## src/rtl/idu_fwd_stage_pkg.sv

```systemverilog
// Shared definitions for the decode/forwarding stage: default widths,
// register index width, decoded-control bundle layout and small
// instruction field helpers.
package idu_fwd_stage_pkg;

  // Default datapath width and forwarding port count
  localparam int XLEN_DEF   = 64;
  localparam int NFWD_DEF   = 3;

  // Architectural register index width (x0..x31)
  localparam int REG_IDX_W  = 5;

  // Default width of the packed decoded-control bundle
  localparam int CTRL_W_DEF = 24;

  // Decoded-control bundle layout, LSB offsets and widths
  localparam int CTRL_ALU_OP_LSB = 0;
  localparam int CTRL_ALU_OP_W   = 5;
  localparam int CTRL_BR_TYPE_LSB = 5;
  localparam int CTRL_BR_TYPE_W   = 3;
  localparam int CTRL_MEM_OP_LSB = 8;
  localparam int CTRL_MEM_OP_W   = 4;
  localparam int CTRL_WB_SEL_LSB = 12;
  localparam int CTRL_WB_SEL_W   = 2;
  localparam int CTRL_SRC_A_LSB  = 14;
  localparam int CTRL_SRC_A_W    = 2;
  localparam int CTRL_SRC_B_LSB  = 16;
  localparam int CTRL_SRC_B_W    = 2;
  localparam int CTRL_RF_WE_BIT  = 18;
  localparam int CTRL_CSR_LSB    = 19;
  localparam int CTRL_CSR_W      = 5;

  typedef logic [REG_IDX_W-1:0] reg_idx_t;

  // Source register 1 index field of a 32-bit instruction
  function automatic reg_idx_t instr_rs1(input logic [31:0] instr);
    return instr[19:15];
  endfunction

  // Source register 2 index field of a 32-bit instruction
  function automatic reg_idx_t instr_rs2(input logic [31:0] instr);
    return instr[24:20];
  endfunction

  // Destination register index field of a 32-bit instruction
  function automatic reg_idx_t instr_rd(input logic [31:0] instr);
    return instr[11:7];
  endfunction

endpackage

```

## src/rtl/idu_fwd_stage_if.sv

```systemverilog
// Bus bundle for the decode/forwarding stage: fetch-side handshake and
// payload, regfile read data, forwarding ports, flush and the
// execute-side handshake and registered payload.
interface idu_fwd_stage_if
  import idu_fwd_stage_pkg::*;
#(
  parameter int XLEN   = XLEN_DEF,
  parameter int NFWD   = NFWD_DEF,
  parameter int CTRL_W = CTRL_W_DEF
);

  // Fetch side
  logic                      in_valid;
  logic                      in_ready;
  logic [31:0]               in_instr;
  logic [XLEN-1:0]           in_pc;
  logic [XLEN-1:0]           in_snxt_pc;
  logic [CTRL_W-1:0]         in_ctrl;
  logic [XLEN-1:0]           in_imm;
  logic                      in_need_rs1;
  logic                      in_need_rs2;

  // Regfile read data
  logic [XLEN-1:0]           rf_rs1_data;
  logic [XLEN-1:0]           rf_rs2_data;

  // Forwarding ports, port 0 youngest
  logic [NFWD-1:0]           fwd_en;
  logic [NFWD-1:0]           fwd_busy;
  logic [NFWD*REG_IDX_W-1:0] fwd_rd;
  logic [NFWD*XLEN-1:0]      fwd_data;

  logic                      flush;
  logic                      hazard_stall;

  // Execute side
  logic                      out_valid;
  logic                      out_ready;
  logic [31:0]               out_instr;
  logic [XLEN-1:0]           out_pc;
  logic [XLEN-1:0]           out_snxt_pc;
  logic [CTRL_W-1:0]         out_ctrl;
  logic [XLEN-1:0]           out_imm;
  logic [XLEN-1:0]           out_rs1_data;
  logic [XLEN-1:0]           out_rs2_data;
  logic [REG_IDX_W-1:0]      out_rs1_idx;
  logic [REG_IDX_W-1:0]      out_rs2_idx;
  logic [REG_IDX_W-1:0]      out_rd_idx;

  // The stage itself
  modport slave (
    input  in_valid, in_instr, in_pc, in_snxt_pc, in_ctrl, in_imm,
           in_need_rs1, in_need_rs2, rf_rs1_data, rf_rs2_data,
           fwd_en, fwd_busy, fwd_rd, fwd_data, flush, out_ready,
    output in_ready, hazard_stall, out_valid, out_instr, out_pc,
           out_snxt_pc, out_ctrl, out_imm, out_rs1_data, out_rs2_data,
           out_rs1_idx, out_rs2_idx, out_rd_idx
  );

  // The surrounding pipeline (fetch, regfile, producers, execute)
  modport master (
    output in_valid, in_instr, in_pc, in_snxt_pc, in_ctrl, in_imm,
           in_need_rs1, in_need_rs2, rf_rs1_data, rf_rs2_data,
           fwd_en, fwd_busy, fwd_rd, fwd_data, flush, out_ready,
    input  in_ready, hazard_stall, out_valid, out_instr, out_pc,
           out_snxt_pc, out_ctrl, out_imm, out_rs1_data, out_rs2_data,
           out_rs1_idx, out_rs2_idx, out_rd_idx
  );

endinterface

```

## src/rtl/idu_fwd_mux.sv

```systemverilog
// Operand forwarding resolution for one source operand. The lowest
// numbered matching port wins; x0 never matches and always reads zero.
module idu_fwd_mux
  import idu_fwd_stage_pkg::*;
#(
  parameter int XLEN = XLEN_DEF,
  parameter int NFWD = NFWD_DEF
) (
  input  reg_idx_t                  idx_i,
  input  logic [XLEN-1:0]           rf_data_i,
  input  logic [NFWD-1:0]           fwd_en_i,
  input  logic [NFWD-1:0]           fwd_busy_i,
  input  logic [NFWD*REG_IDX_W-1:0] fwd_rd_i,
  input  logic [NFWD*XLEN-1:0]      fwd_data_i,
  output logic [XLEN-1:0]           data_o,
  output logic                      busy_o
);

  // Walk from the oldest port to the youngest so the youngest match overrides
  always_comb begin
    data_o = (idx_i == '0) ? '0 : rf_data_i;
    busy_o = 1'b0;
    for (int i = NFWD - 1; i >= 0; i--) begin
      if (fwd_en_i[i] && (idx_i != '0) &&
          (fwd_rd_i[i*REG_IDX_W +: REG_IDX_W] == idx_i)) begin
        data_o = fwd_data_i[i*XLEN +: XLEN];
        busy_o = fwd_busy_i[i];
      end
    end
  end

endmodule

```

## src/rtl/idu_fwd_stage.sv

```systemverilog
// Decode/forwarding pipeline stage: resolves both source operands against
// the forwarding ports, stalls on in-flight loads and registers the whole
// instruction bundle toward execute.
// Optional macro IDU_FWD_SKID_EN adds a one-entry skid buffer so in_ready
// no longer depends combinationally on out_ready.
module idu_fwd_stage
  import idu_fwd_stage_pkg::*;
#(
  parameter int XLEN   = XLEN_DEF,
  parameter int NFWD   = NFWD_DEF,
  parameter int CTRL_W = CTRL_W_DEF
) (
  input  logic             clk,
  input  logic             rstn,
  idu_fwd_stage_if.slave   bus
);

  typedef struct packed {
    logic [31:0]       instr;
    logic [XLEN-1:0]   pc;
    logic [XLEN-1:0]   snxt_pc;
    logic [CTRL_W-1:0] ctrl;
    logic [XLEN-1:0]   imm;
    logic [XLEN-1:0]   rs1_data;
    logic [XLEN-1:0]   rs2_data;
    reg_idx_t          rs1_idx;
    reg_idx_t          rs2_idx;
    reg_idx_t          rd_idx;
  } payload_t;

  reg_idx_t        rs1_idx;
  reg_idx_t        rs2_idx;
  logic [XLEN-1:0] rs1_val;
  logic [XLEN-1:0] rs2_val;
  logic            rs1_busy;
  logic            rs2_busy;
  logic            hazard_stall;
  logic            in_ready;
  logic            transfer;
  payload_t        in_payload;

  logic            out_valid_q;
  logic            out_valid_d;
  payload_t        out_q;
  payload_t        out_d;

  assign rs1_idx = instr_rs1(bus.in_instr);
  assign rs2_idx = instr_rs2(bus.in_instr);

  idu_fwd_mux #(.XLEN(XLEN), .NFWD(NFWD)) u_rs1_mux (
    .idx_i      (rs1_idx),
    .rf_data_i  (bus.rf_rs1_data),
    .fwd_en_i   (bus.fwd_en),
    .fwd_busy_i (bus.fwd_busy),
    .fwd_rd_i   (bus.fwd_rd),
    .fwd_data_i (bus.fwd_data),
    .data_o     (rs1_val),
    .busy_o     (rs1_busy)
  );

  idu_fwd_mux #(.XLEN(XLEN), .NFWD(NFWD)) u_rs2_mux (
    .idx_i      (rs2_idx),
    .rf_data_i  (bus.rf_rs2_data),
    .fwd_en_i   (bus.fwd_en),
    .fwd_busy_i (bus.fwd_busy),
    .fwd_rd_i   (bus.fwd_rd),
    .fwd_data_i (bus.fwd_data),
    .data_o     (rs2_val),
    .busy_o     (rs2_busy)
  );

  // A needed operand whose winning producer is still busy blocks acceptance
  assign hazard_stall = bus.in_valid &
                        ((bus.in_need_rs1 & rs1_busy) | (bus.in_need_rs2 & rs2_busy));

  assign transfer = bus.in_valid & in_ready;

  // Bundle the incoming fields together with the resolved operands
  always_comb begin
    in_payload          = '0;
    in_payload.instr    = bus.in_instr;
    in_payload.pc       = bus.in_pc;
    in_payload.snxt_pc  = bus.in_snxt_pc;
    in_payload.ctrl     = bus.in_ctrl;
    in_payload.imm      = bus.in_imm;
    in_payload.rs1_data = rs1_val;
    in_payload.rs2_data = rs2_val;
    in_payload.rs1_idx  = rs1_idx;
    in_payload.rs2_idx  = rs2_idx;
    in_payload.rd_idx   = instr_rd(bus.in_instr);
  end

`ifdef IDU_FWD_SKID_EN

  logic     skid_valid_q;
  logic     skid_valid_d;
  payload_t skid_q;
  payload_t skid_d;

  // Ready only looks at registered skid occupancy, breaking the out_ready path
  assign in_ready = ~skid_valid_q & ~hazard_stall;

  // Output slot refills from skid first, then from the input; a stalled output diverts into skid
  always_comb begin
    out_valid_d  = out_valid_q;
    out_d        = out_q;
    skid_valid_d = skid_valid_q;
    skid_d       = skid_q;
    if (bus.flush) begin
      out_valid_d  = 1'b0;
      skid_valid_d = 1'b0;
    end else if (!out_valid_q || bus.out_ready) begin
      if (skid_valid_q) begin
        out_d        = skid_q;
        out_valid_d  = 1'b1;
        skid_valid_d = 1'b0;
      end else if (transfer) begin
        out_d       = in_payload;
        out_valid_d = 1'b1;
      end else begin
        out_valid_d = 1'b0;
      end
    end else if (transfer) begin
      skid_d       = in_payload;
      skid_valid_d = 1'b1;
    end
  end

  // Skid storage, cleared immediately on reset
  always_ff @(posedge clk or negedge rstn) begin
    if (!rstn) begin
      skid_valid_q <= 1'b0;
      skid_q       <= '0;
    end else begin
      skid_valid_q <= skid_valid_d;
      skid_q       <= skid_d;
    end
  end

`else

  // Accept whenever the output slot is free or being drained this cycle
  assign in_ready = (~out_valid_q | bus.out_ready) & ~hazard_stall;

  // Single output slot: flush kills it, a transfer loads it, a drain empties it
  always_comb begin
    out_valid_d = out_valid_q;
    out_d       = out_q;
    if (bus.flush) begin
      out_valid_d = 1'b0;
    end else if (transfer) begin
      out_d       = in_payload;
      out_valid_d = 1'b1;
    end else if (bus.out_ready) begin
      out_valid_d = 1'b0;
    end
  end

`endif

  // Output register, cleared immediately on reset
  always_ff @(posedge clk or negedge rstn) begin
    if (!rstn) begin
      out_valid_q <= 1'b0;
      out_q       <= '0;
    end else begin
      out_valid_q <= out_valid_d;
      out_q       <= out_d;
    end
  end

  assign bus.in_ready     = in_ready;
  assign bus.hazard_stall = hazard_stall;
  assign bus.out_valid    = out_valid_q;
  assign bus.out_instr    = out_q.instr;
  assign bus.out_pc       = out_q.pc;
  assign bus.out_snxt_pc  = out_q.snxt_pc;
  assign bus.out_ctrl     = out_q.ctrl;
  assign bus.out_imm      = out_q.imm;
  assign bus.out_rs1_data = out_q.rs1_data;
  assign bus.out_rs2_data = out_q.rs2_data;
  assign bus.out_rs1_idx  = out_q.rs1_idx;
  assign bus.out_rs2_idx  = out_q.rs2_idx;
  assign bus.out_rd_idx   = out_q.rd_idx;

endmodule

```

## src/flat_wrapper.sv

```systemverilog
// flat-port wrapper written by rule: the top's interface ports become plain ports
module idu_fwd_stage_flat import idu_fwd_stage_pkg::*;
#(
  parameter int XLEN   = XLEN_DEF,
  parameter int NFWD   = NFWD_DEF,
  parameter int CTRL_W = CTRL_W_DEF
)
  (clk, rstn, bus_in_valid, bus_in_instr, bus_in_pc, bus_in_snxt_pc, bus_in_ctrl, bus_in_imm, bus_in_need_rs1, bus_in_need_rs2, bus_rf_rs1_data, bus_rf_rs2_data, bus_fwd_en, bus_fwd_busy, bus_fwd_rd, bus_fwd_data, bus_flush, bus_out_ready, bus_in_ready, bus_hazard_stall, bus_out_valid, bus_out_instr, bus_out_pc, bus_out_snxt_pc, bus_out_ctrl, bus_out_imm, bus_out_rs1_data, bus_out_rs2_data, bus_out_rs1_idx, bus_out_rs2_idx, bus_out_rd_idx);
  idu_fwd_stage_if #(.XLEN(XLEN), .NFWD(NFWD), .CTRL_W(CTRL_W)) bus_i ();
  input  logic clk;
  input  logic rstn;
  input wire logic [$bits(bus_i.in_valid)-1:0] bus_in_valid;
  input wire logic [$bits(bus_i.in_instr)-1:0] bus_in_instr;
  input wire logic [$bits(bus_i.in_pc)-1:0] bus_in_pc;
  input wire logic [$bits(bus_i.in_snxt_pc)-1:0] bus_in_snxt_pc;
  input wire logic [$bits(bus_i.in_ctrl)-1:0] bus_in_ctrl;
  input wire logic [$bits(bus_i.in_imm)-1:0] bus_in_imm;
  input wire logic [$bits(bus_i.in_need_rs1)-1:0] bus_in_need_rs1;
  input wire logic [$bits(bus_i.in_need_rs2)-1:0] bus_in_need_rs2;
  input wire logic [$bits(bus_i.rf_rs1_data)-1:0] bus_rf_rs1_data;
  input wire logic [$bits(bus_i.rf_rs2_data)-1:0] bus_rf_rs2_data;
  input wire logic [$bits(bus_i.fwd_en)-1:0] bus_fwd_en;
  input wire logic [$bits(bus_i.fwd_busy)-1:0] bus_fwd_busy;
  input wire logic [$bits(bus_i.fwd_rd)-1:0] bus_fwd_rd;
  input wire logic [$bits(bus_i.fwd_data)-1:0] bus_fwd_data;
  input wire logic [$bits(bus_i.flush)-1:0] bus_flush;
  input wire logic [$bits(bus_i.out_ready)-1:0] bus_out_ready;
  output wire logic [$bits(bus_i.in_ready)-1:0] bus_in_ready;
  output wire logic [$bits(bus_i.hazard_stall)-1:0] bus_hazard_stall;
  output wire logic [$bits(bus_i.out_valid)-1:0] bus_out_valid;
  output wire logic [$bits(bus_i.out_instr)-1:0] bus_out_instr;
  output wire logic [$bits(bus_i.out_pc)-1:0] bus_out_pc;
  output wire logic [$bits(bus_i.out_snxt_pc)-1:0] bus_out_snxt_pc;
  output wire logic [$bits(bus_i.out_ctrl)-1:0] bus_out_ctrl;
  output wire logic [$bits(bus_i.out_imm)-1:0] bus_out_imm;
  output wire logic [$bits(bus_i.out_rs1_data)-1:0] bus_out_rs1_data;
  output wire logic [$bits(bus_i.out_rs2_data)-1:0] bus_out_rs2_data;
  output wire logic [$bits(bus_i.out_rs1_idx)-1:0] bus_out_rs1_idx;
  output wire logic [$bits(bus_i.out_rs2_idx)-1:0] bus_out_rs2_idx;
  output wire logic [$bits(bus_i.out_rd_idx)-1:0] bus_out_rd_idx;
  assign bus_i.in_valid = bus_in_valid;
  assign bus_i.in_instr = bus_in_instr;
  assign bus_i.in_pc = bus_in_pc;
  assign bus_i.in_snxt_pc = bus_in_snxt_pc;
  assign bus_i.in_ctrl = bus_in_ctrl;
  assign bus_i.in_imm = bus_in_imm;
  assign bus_i.in_need_rs1 = bus_in_need_rs1;
  assign bus_i.in_need_rs2 = bus_in_need_rs2;
  assign bus_i.rf_rs1_data = bus_rf_rs1_data;
  assign bus_i.rf_rs2_data = bus_rf_rs2_data;
  assign bus_i.fwd_en = bus_fwd_en;
  assign bus_i.fwd_busy = bus_fwd_busy;
  assign bus_i.fwd_rd = bus_fwd_rd;
  assign bus_i.fwd_data = bus_fwd_data;
  assign bus_i.flush = bus_flush;
  assign bus_i.out_ready = bus_out_ready;
  assign bus_in_ready = bus_i.in_ready;
  assign bus_hazard_stall = bus_i.hazard_stall;
  assign bus_out_valid = bus_i.out_valid;
  assign bus_out_instr = bus_i.out_instr;
  assign bus_out_pc = bus_i.out_pc;
  assign bus_out_snxt_pc = bus_i.out_snxt_pc;
  assign bus_out_ctrl = bus_i.out_ctrl;
  assign bus_out_imm = bus_i.out_imm;
  assign bus_out_rs1_data = bus_i.out_rs1_data;
  assign bus_out_rs2_data = bus_i.out_rs2_data;
  assign bus_out_rs1_idx = bus_i.out_rs1_idx;
  assign bus_out_rs2_idx = bus_i.out_rs2_idx;
  assign bus_out_rd_idx = bus_i.out_rd_idx;
  idu_fwd_stage #(.XLEN(XLEN), .NFWD(NFWD), .CTRL_W(CTRL_W)) u_core (.clk(clk), .rstn(rstn), .bus(bus_i));
endmodule
```

## config.mk

```make
export PLATFORM = sky130hd
export DESIGN_NAME = idu_fwd_stage_flat
export DESIGN_NICKNAME = d
export VERILOG_FILES = /design/src/rtl/idu_fwd_stage_pkg.sv /design/src/rtl/idu_fwd_stage_if.sv /design/src/rtl/idu_fwd_mux.sv /design/src/rtl/idu_fwd_stage.sv /design/src/flat_wrapper.sv
export SDC_FILE = /design/constraint.sdc
export NUM_CORES = 1
export LEC_CHECK = 0
export BUFFER_PORTS_ARGS = -buffer_cell sky130_fd_sc_hd__buf_2
export CAP_MARGIN = 20
export CORE_AREA = 2 2 380 382
export DETAILED_ROUTE_END_ITERATION = 8
export DIE_AREA = 0 0 382 384
export PLACE_DENSITY = 0.42
export SLEW_MARGIN = 10
export SYNTH_ARGS = -nofsm -noshare
export SYNTH_HDL_FRONTEND = slang
export SYNTH_HIERARCHICAL = 1
export SYNTH_SLANG_ARGS = --single-unit
```

## constraint.sdc

```tcl
create_clock -name clk -period 1.8 [get_ports clk]
set_input_delay 0.09 -clock clk [delete_from_list [all_inputs] [get_ports clk]]
set_output_delay 0.09 -clock clk [all_outputs]
set_load 0.02 [all_outputs]
```

# After elaboration in Yosys (flattened, before gate mapping)
# Cells that the tools add are included.
[word_totals] mem_bits_rw=0 n_memories=0 romBits=0 input_bits=596 reg_bits=392 latch_bits=0
[op_classes] magnitude_cmp=0 div=0 n_shift=0 reduce_logical=18 addsub=0 n_bitwise=10 mul=0 muxes=17 eq_ne=6
[ops] operator="2-to-1 mux 64 bit" count=8
[ops] operator="equality test 5 bit" count=6
[ops] operator="logical AND 1 bit" count=12
[ops] operator="logical NOT 5 bit" count=2
[ops] operator="nonzero test 5 bit" count=2
[ops] operator="2-to-1 mux 1 bit" count=9
[ops] operator="bitwise AND 1 bit" count=5
[ops] operator="NOT 1 bit" count=3
[ops] operator="nonzero test 3 bit" count=1
[ops] operator="OR 1 bit" count=2
[ops] operator="AND reduction 2 bit" count=1

# Longest topological paths before layout
[logic_depth] depth_word=14 depth_mapped=12 depth_no_buf=8

# Hierarchy
# The synthesis kept the hierarchy.
[by_module_without_submodules] mod="idu_fwd_stage" area_each_um2=14133.6 cells_per_inst=816 instances=1
[by_module_without_submodules] mod="idu_fwd_mux" area_each_um2=2220.9 cells_per_inst=330 instances=2

# Worst setup path before layout
# Ideal clock, no wire load.
[synth_timing] path_kind="input to register" start="in bus_in_instr[21]" end="reg u_core.out_q, in the netlist u_core/bus.out_instr[0]" slack_ns=-0.724 n_path_buf=3 stages=11 arrival_time_ns=2.396 cell_sequence="or4_4 -> nor2_4 -> or3_1 -> clkbuf_1 -> nand3_1 -> a21oi_1 -> a22oi_4 -> nand4b_4 -> buf_2 -> buf_2 -> mux2_1"
[synth_via] elab_chain_len=13
[synth_rtl] element="from (decl)" line="flat_wrapper.sv:13" text="input wire logic [$bits(bus_i.in_instr)-1:0] bus_in_instr;"
[synth_rtl] element="nonzero test 5 bit" line="idu_fwd_mux.sv:24" text="if (fwd_en_i[i] && (idx_i != '0) &&"
[synth_rtl] element="logical AND 1 bit (2 in a row)" line="idu_fwd_mux.sv:24"
[synth_rtl] element="2-to-1 mux 1 bit (2 in a row)" line="idu_fwd_mux.sv:24"
[synth_rtl] element="2-to-1 mux 1 bit *" line="idu_fwd_mux.sv:24"
[synth_rtl] element="via u_core.rs2_busy" line="idu_fwd_stage.sv:36" text="logic rs2_busy;"
[synth_rtl] element="bitwise AND 1 bit *" line="idu_fwd_stage.sv:74" text="((bus.in_need_rs1 & rs1_busy) | (bus.in_need_rs2 & rs2_busy));"
[synth_rtl] element="OR 1 bit *" line="idu_fwd_stage.sv:74"
[synth_rtl] element="bitwise AND 1 bit *" line="idu_fwd_stage.sv:73" text="assign hazard_stall = bus.in_valid &"
[synth_rtl] element="NOT 1 bit *" line="idu_fwd_stage.sv:143" text="assign in_ready = (~out_valid_q | bus.out_ready) & ~hazard_stall;"
[synth_rtl] element="bitwise AND 1 bit *" line="idu_fwd_stage.sv:143"
[synth_rtl] element="bitwise AND 1 bit *" line="idu_fwd_stage.sv:76" text="assign transfer = bus.in_valid & in_ready;"
[synth_rtl] element="AND reduction 2 bit (no line) *"
[synth_rtl] element="to (signal assigned)" line="idu_fwd_stage.sv:168" text="out_q <= out_d;"
[synth_rtl] element="to (decl)" line="idu_fwd_stage.sv:44" text="payload_t out_q;"
# The timed path passes the listed nets; every way through them passes the cells marked *.
# A chain may end at the register's enable or synchronous reset.

# Worst setup path after layout
[layout_timing] start="in bus_in_instr[21]" end="reg u_core.out_q, in the netlist u_core/bus.out_rs1_data[1]"
# Same word-level chain as after synthesis.

==> flow_metrics.tcl <==
set metrics [dict create \
    status "finished, violations left" \
    failed_checks "setup timing" \
    path_cells "buf_8 -> or4_4 -> nor2_4 -> and3b_4 -> nand3_2 -> a21oi_2 -> a22oi_4 -> buf_6 -> nand4b_4 -> buf_12 -> buf_12 -> buf_12 -> mux2_1" \
    fp.dieW_um 382 \
    critPathArrivalTime_ns 2.67 \
    dr_total_vias 19700 \
    clk_latency_ns 0.66 \
    clockBufferDepth 3 \
    dp_hpwl_um 92000 \
    synth_area_leader_cell "dfrtp_1" \
    drive_above_1_share_pct 46.2 \
    ant_nets 0 \
    grt_pass1_vias 20800 \
    synth_top_family_by_area "multiplexers" \
    fin_nets 3708 \
    die_h_um 384 \
    cts_buffers 49 \
    worst-path-max-fanout 11 \
    worstSetupPathType "input port to flop" \
    worst_pin_slew_ns 0.903 \
    dieArea_um2 147000 \
    synthDominantCellAreaShare_pct 50.8 \
    p_clk_share_pct 31.5 \
    synthXorXnorAreaFrac_pct 1.41 \
    cts_tree "done" \
    synth_fa_ha_area_share_pct 0 \
    wl_per_cell_um 23.7 \
    max-vdd-ir-drop_v 0.000749 \
    slew_headroom_pct 39.8 \
    avgSynthCellArea_um2 12.6 \
    area_growth_syn_to_layout_pct 86.6 \
    p_comb_share_pct 33.1 \
    wl_um 120000 \
    setup_slack_ns -0.376 \
    antenna_found_initial 50 \
    pin_count 990 \
    cpMostUsedCell "buf_12" \
    mappedNetlistArea_um2 18600 \
    drc 0 \
    p_per_area_nw_per_um2 924 \
    hold_viol 0 \
    drv_cap 0 \
    synth-simple-area-share_pct 3.86 \
    synth_compound_area_share_pct 16.6 \
    startpoint_type "input port" \
    ys_types 30 \
    yosys_register_bits 377 \
    clk_pin_slew_worst_paths_ns 0.05 \
    post_dp_cell_area_um2 26700 \
    finalMaxSlewViolations 0 \
    core_um2 143000 \
    synth_nets 2072 \
    post-route-period-util_pct 121 \
    globalplace.congestion 0.851 \
    synth_warnings 6 \
    synthMuxAreaShare_pct 22.8 \
    setup_tns_ns -110.53 \
    design_area_um2 34700 \
    initial_utilization_pct 13.0 \
    crit_path_end_kind "flop" \
    fin_crit_ns 2.18 \
    finalClockSkew_ns 0.0499 \
    p_seq_share_pct 35.4 \
    max_freq_ghz 0.460 \
    htree_levels 2 \
    grt_first_pass_wirelength_um 161000 \
    rsz0062_at_grt "true" \
    placed_cells 4376 \
    p_switching_mw 11.6 \
    row_count 139 \
    drtIter0Drc 1142 \
    grt-ovfl-total 0 \
    p_leak_nw 15.5 \
    vias_per_cell 3.89 \
    cts_root_buffer "clkbuf_16" \
    firstDrtPassIters 6 \
    finalSetupViolations 366 \
    slowest_delay_ns 0.54 \
    numClockSinks 377 \
    critPathSlowestCell "or4_4" \
    hold_class "input port to flop" \
    portBuffers 989 \
    internal-power_mw 20.4 \
    grt_start_max_net_pins 78 \
    ys_seq_area_share_pct 50.8 \
    grt.total_usage_pct 15.4 \
    layout.cells.non_filler 5071 \
    swShare_pct 36.3 \
    worstPathRequired_ns 2.29 \
    syn-instance-count 1476 \
    ys_top_cells_by_area "dfrtp_1, mux2_1, a221oi_2" \
]
-- power groups by stage --
stage / Sequential (mW) / Clock, mW / Combinational [mW]
3_5_place_dp: 11.5 / 0 / 9.37
3_3_place_gp: 11.5 / 0 / 9.33
2_1_floorplan: 13.4 / 0 / 2.39
5_1_grt: 11.5 / 10.8 / 11.1
4_1_cts: 11.3 / 10.5 / 10.5
6_report: 11.3 / 10.1 / 10.6
-- cells by family (layout without fill, tap and decap cells) --
kind of cell              after synthesis  in the layout
other                                   0             18
buffers and inverters                 138           1812
xor gates and xnor gates               30             30
DFF                                   377            377
muxes                                 376            376
AOI/OAI and AO/OA                     392            392
and+or+nand+nor                       163            163
-- worst paths after layout --
| path | start | end | slack (ns) | depth (start not counted) |
|---|---|---|---|---|
| worst min register to register | u_core/bus.out_rs2_data[5] | u_core/bus.out_rs2_data[5] | 0.48 | 1 |
| worst max-delay path | bus_in_instr[21] | u_core/bus.out_rs1_data[1] | -0.38 | 13 |
| max in group asynchronous | rstn | u_core/bus.out_rs1_data[58] | 1.17 | 3 |
| min in group asynchronous | rstn | u_core/bus.out_snxt_pc[20] | 0.13 | 3 |
| worst min-delay path | bus_rf_rs1_data[13] | u_core/bus.out_rs1_data[13] | 0.04 | 5 |
| worst max register to register | u_core/bus.out_valid | u_core/bus.out_rs1_data[1] | 0 | 6 |
-- registers in the layout (all words and copies together), names as in the netlist --
name,cells
u_core/bus.out_instr,32
u_core/bus.out_rs1_data,64
u_core/bus.out_valid,1
u_core/bus.out_snxt_pc,64
u_core/bus.out_imm,64
u_core/bus.out_ctrl,24
u_core/bus.out_pc,64
u_core/bus.out_rs2_data,64
-- metal layers --
metal / vias up / track usage (%) / wire (um)
met5: - / 0 / 263
met4: 42 / 4.96 / 4080
met3: 228 / 4.61 / 9990
met2: 951 / 26.5 / 58700
met1: 9740 / 18.2 / 47200
li1: 8773 / - / -
-- cell usage in the layout (no fill, tap or decap), types with 2 or more instances in the layout --
master,synthesis,routed
a221oi_1,28,28
buf_16,0,3
nor3_2,0,3
o21ai_0,156,156
buf_4,49,110
xor2_1,8,8
mux2_1,340,281
clkbuf_1,42,10
a21oi_2,2,4
a21oi_4,0,2
dfrtp_1,377,377
bufinv_16,0,2
or4_4,2,2
and2_0,2,2
clkinv_16,0,2
clkbuf_8,0,8
xnor2_2,0,2
and3b_4,0,2
a221oi_2,100,100
clkinv_2,0,12
buf_6,12,15
xnor2_1,22,20
o21ai_1,100,100
clkinvlp_4,0,2
mux2_4,0,59
nand3_2,0,2
buf_12,0,27
buf_2,35,983
inv_6,0,2
or3_4,0,4
diode_2,0,18
clkbuf_16,0,56
dlygate4sd3_1,0,570
nand2_1,133,133
nor2_4,2,2
mux2_2,36,36
nand4_1,4,4
buf_8,0,8
-- worst max-delay path, delay by kind of cell --
kind                   cells  cell delay (ns)
and+or+nand+nor            5             1.12
buffers and inverters      5             0.76
AOI/OAI and AO/OA          2             0.32
muxes                      1             0.31
-- through the flow --
| step | power, mW | utilization (%) | hold WS, ns | setup slack [ns] |
|---|---|---|---|---|
| global route | 33.5 | 24.3 | 0.0488 | -0.408 |
| CTS | 32.3 | 23.9 | 0.0103 | -0.327 |
| finish | 32.0 | 24.3 | 0.0426 | -0.376 |
| detailed placement | 20.9 | 18.7 | 0.00660 | -1.13 |
| floorplan | 15.8 | - | -0.206 | -0.564 |
| global placement | 20.8 | 18.7 | -0.00958 | -1.16 |
-- synthesized netlist by cell type --
| cell | number |
|---|---|
| dfrtp_1 | 377 |
| mux2_1 | 340 |
| o21ai_0 | 156 |
| nand2_1 | 133 |
| a221oi_2 | 100 |
| o21ai_1 | 100 |
| buf_4 | 49 |
| clkbuf_1 | 42 |
| mux2_2 | 36 |
| buf_2 | 35 |
| a221oi_1 | 28 |
| xnor2_1 | 22 |
| buf_6 | 12 |
| xor2_1 | 8 |
| a21oi_1 | 5 |
| nand4_1 | 4 |
| nor3_1 | 4 |
| or3_1 | 4 |
| a21oi_2 | 2 |
| and2_0 | 2 |
| and3b_1 | 2 |
| nand3_1 | 2 |
| nor2_1 | 2 |
| nor2_4 | 2 |
| nor2b_1 | 2 |
| nor4_1 | 2 |
| or4_4 | 2 |
| a22oi_4 | 1 |
| nand2b_1 | 1 |
| nand4b_4 | 1 |
-- layout make-up --
| class | instances | area [um2] |
|---|---|---|
| diodes | 18 | 45.0 |
| multi-input cells | 961 | 8650 |
| clock buffers | 67 | 1370 |
| flip-flops and latches | 377 | 9430 |
| repair buffers | 1723 | 12500 |
| clock inverters | 22 | 241 |
| well taps | 1903 | 2380 |
| fillers | 15300 | 108000 |
-- timing repair --
action | CTS | global route
pin swaps | 5 | 4
hold buffers | 571 | 0
resized for setup | 18 | 61
gates cloned | 0 | 9
endpoints found under the hold margin | 754 | 0
setup buffers | 4 | 4
setup endpoints to repair | 363 | 378
(Power assumes the default switching activity.)
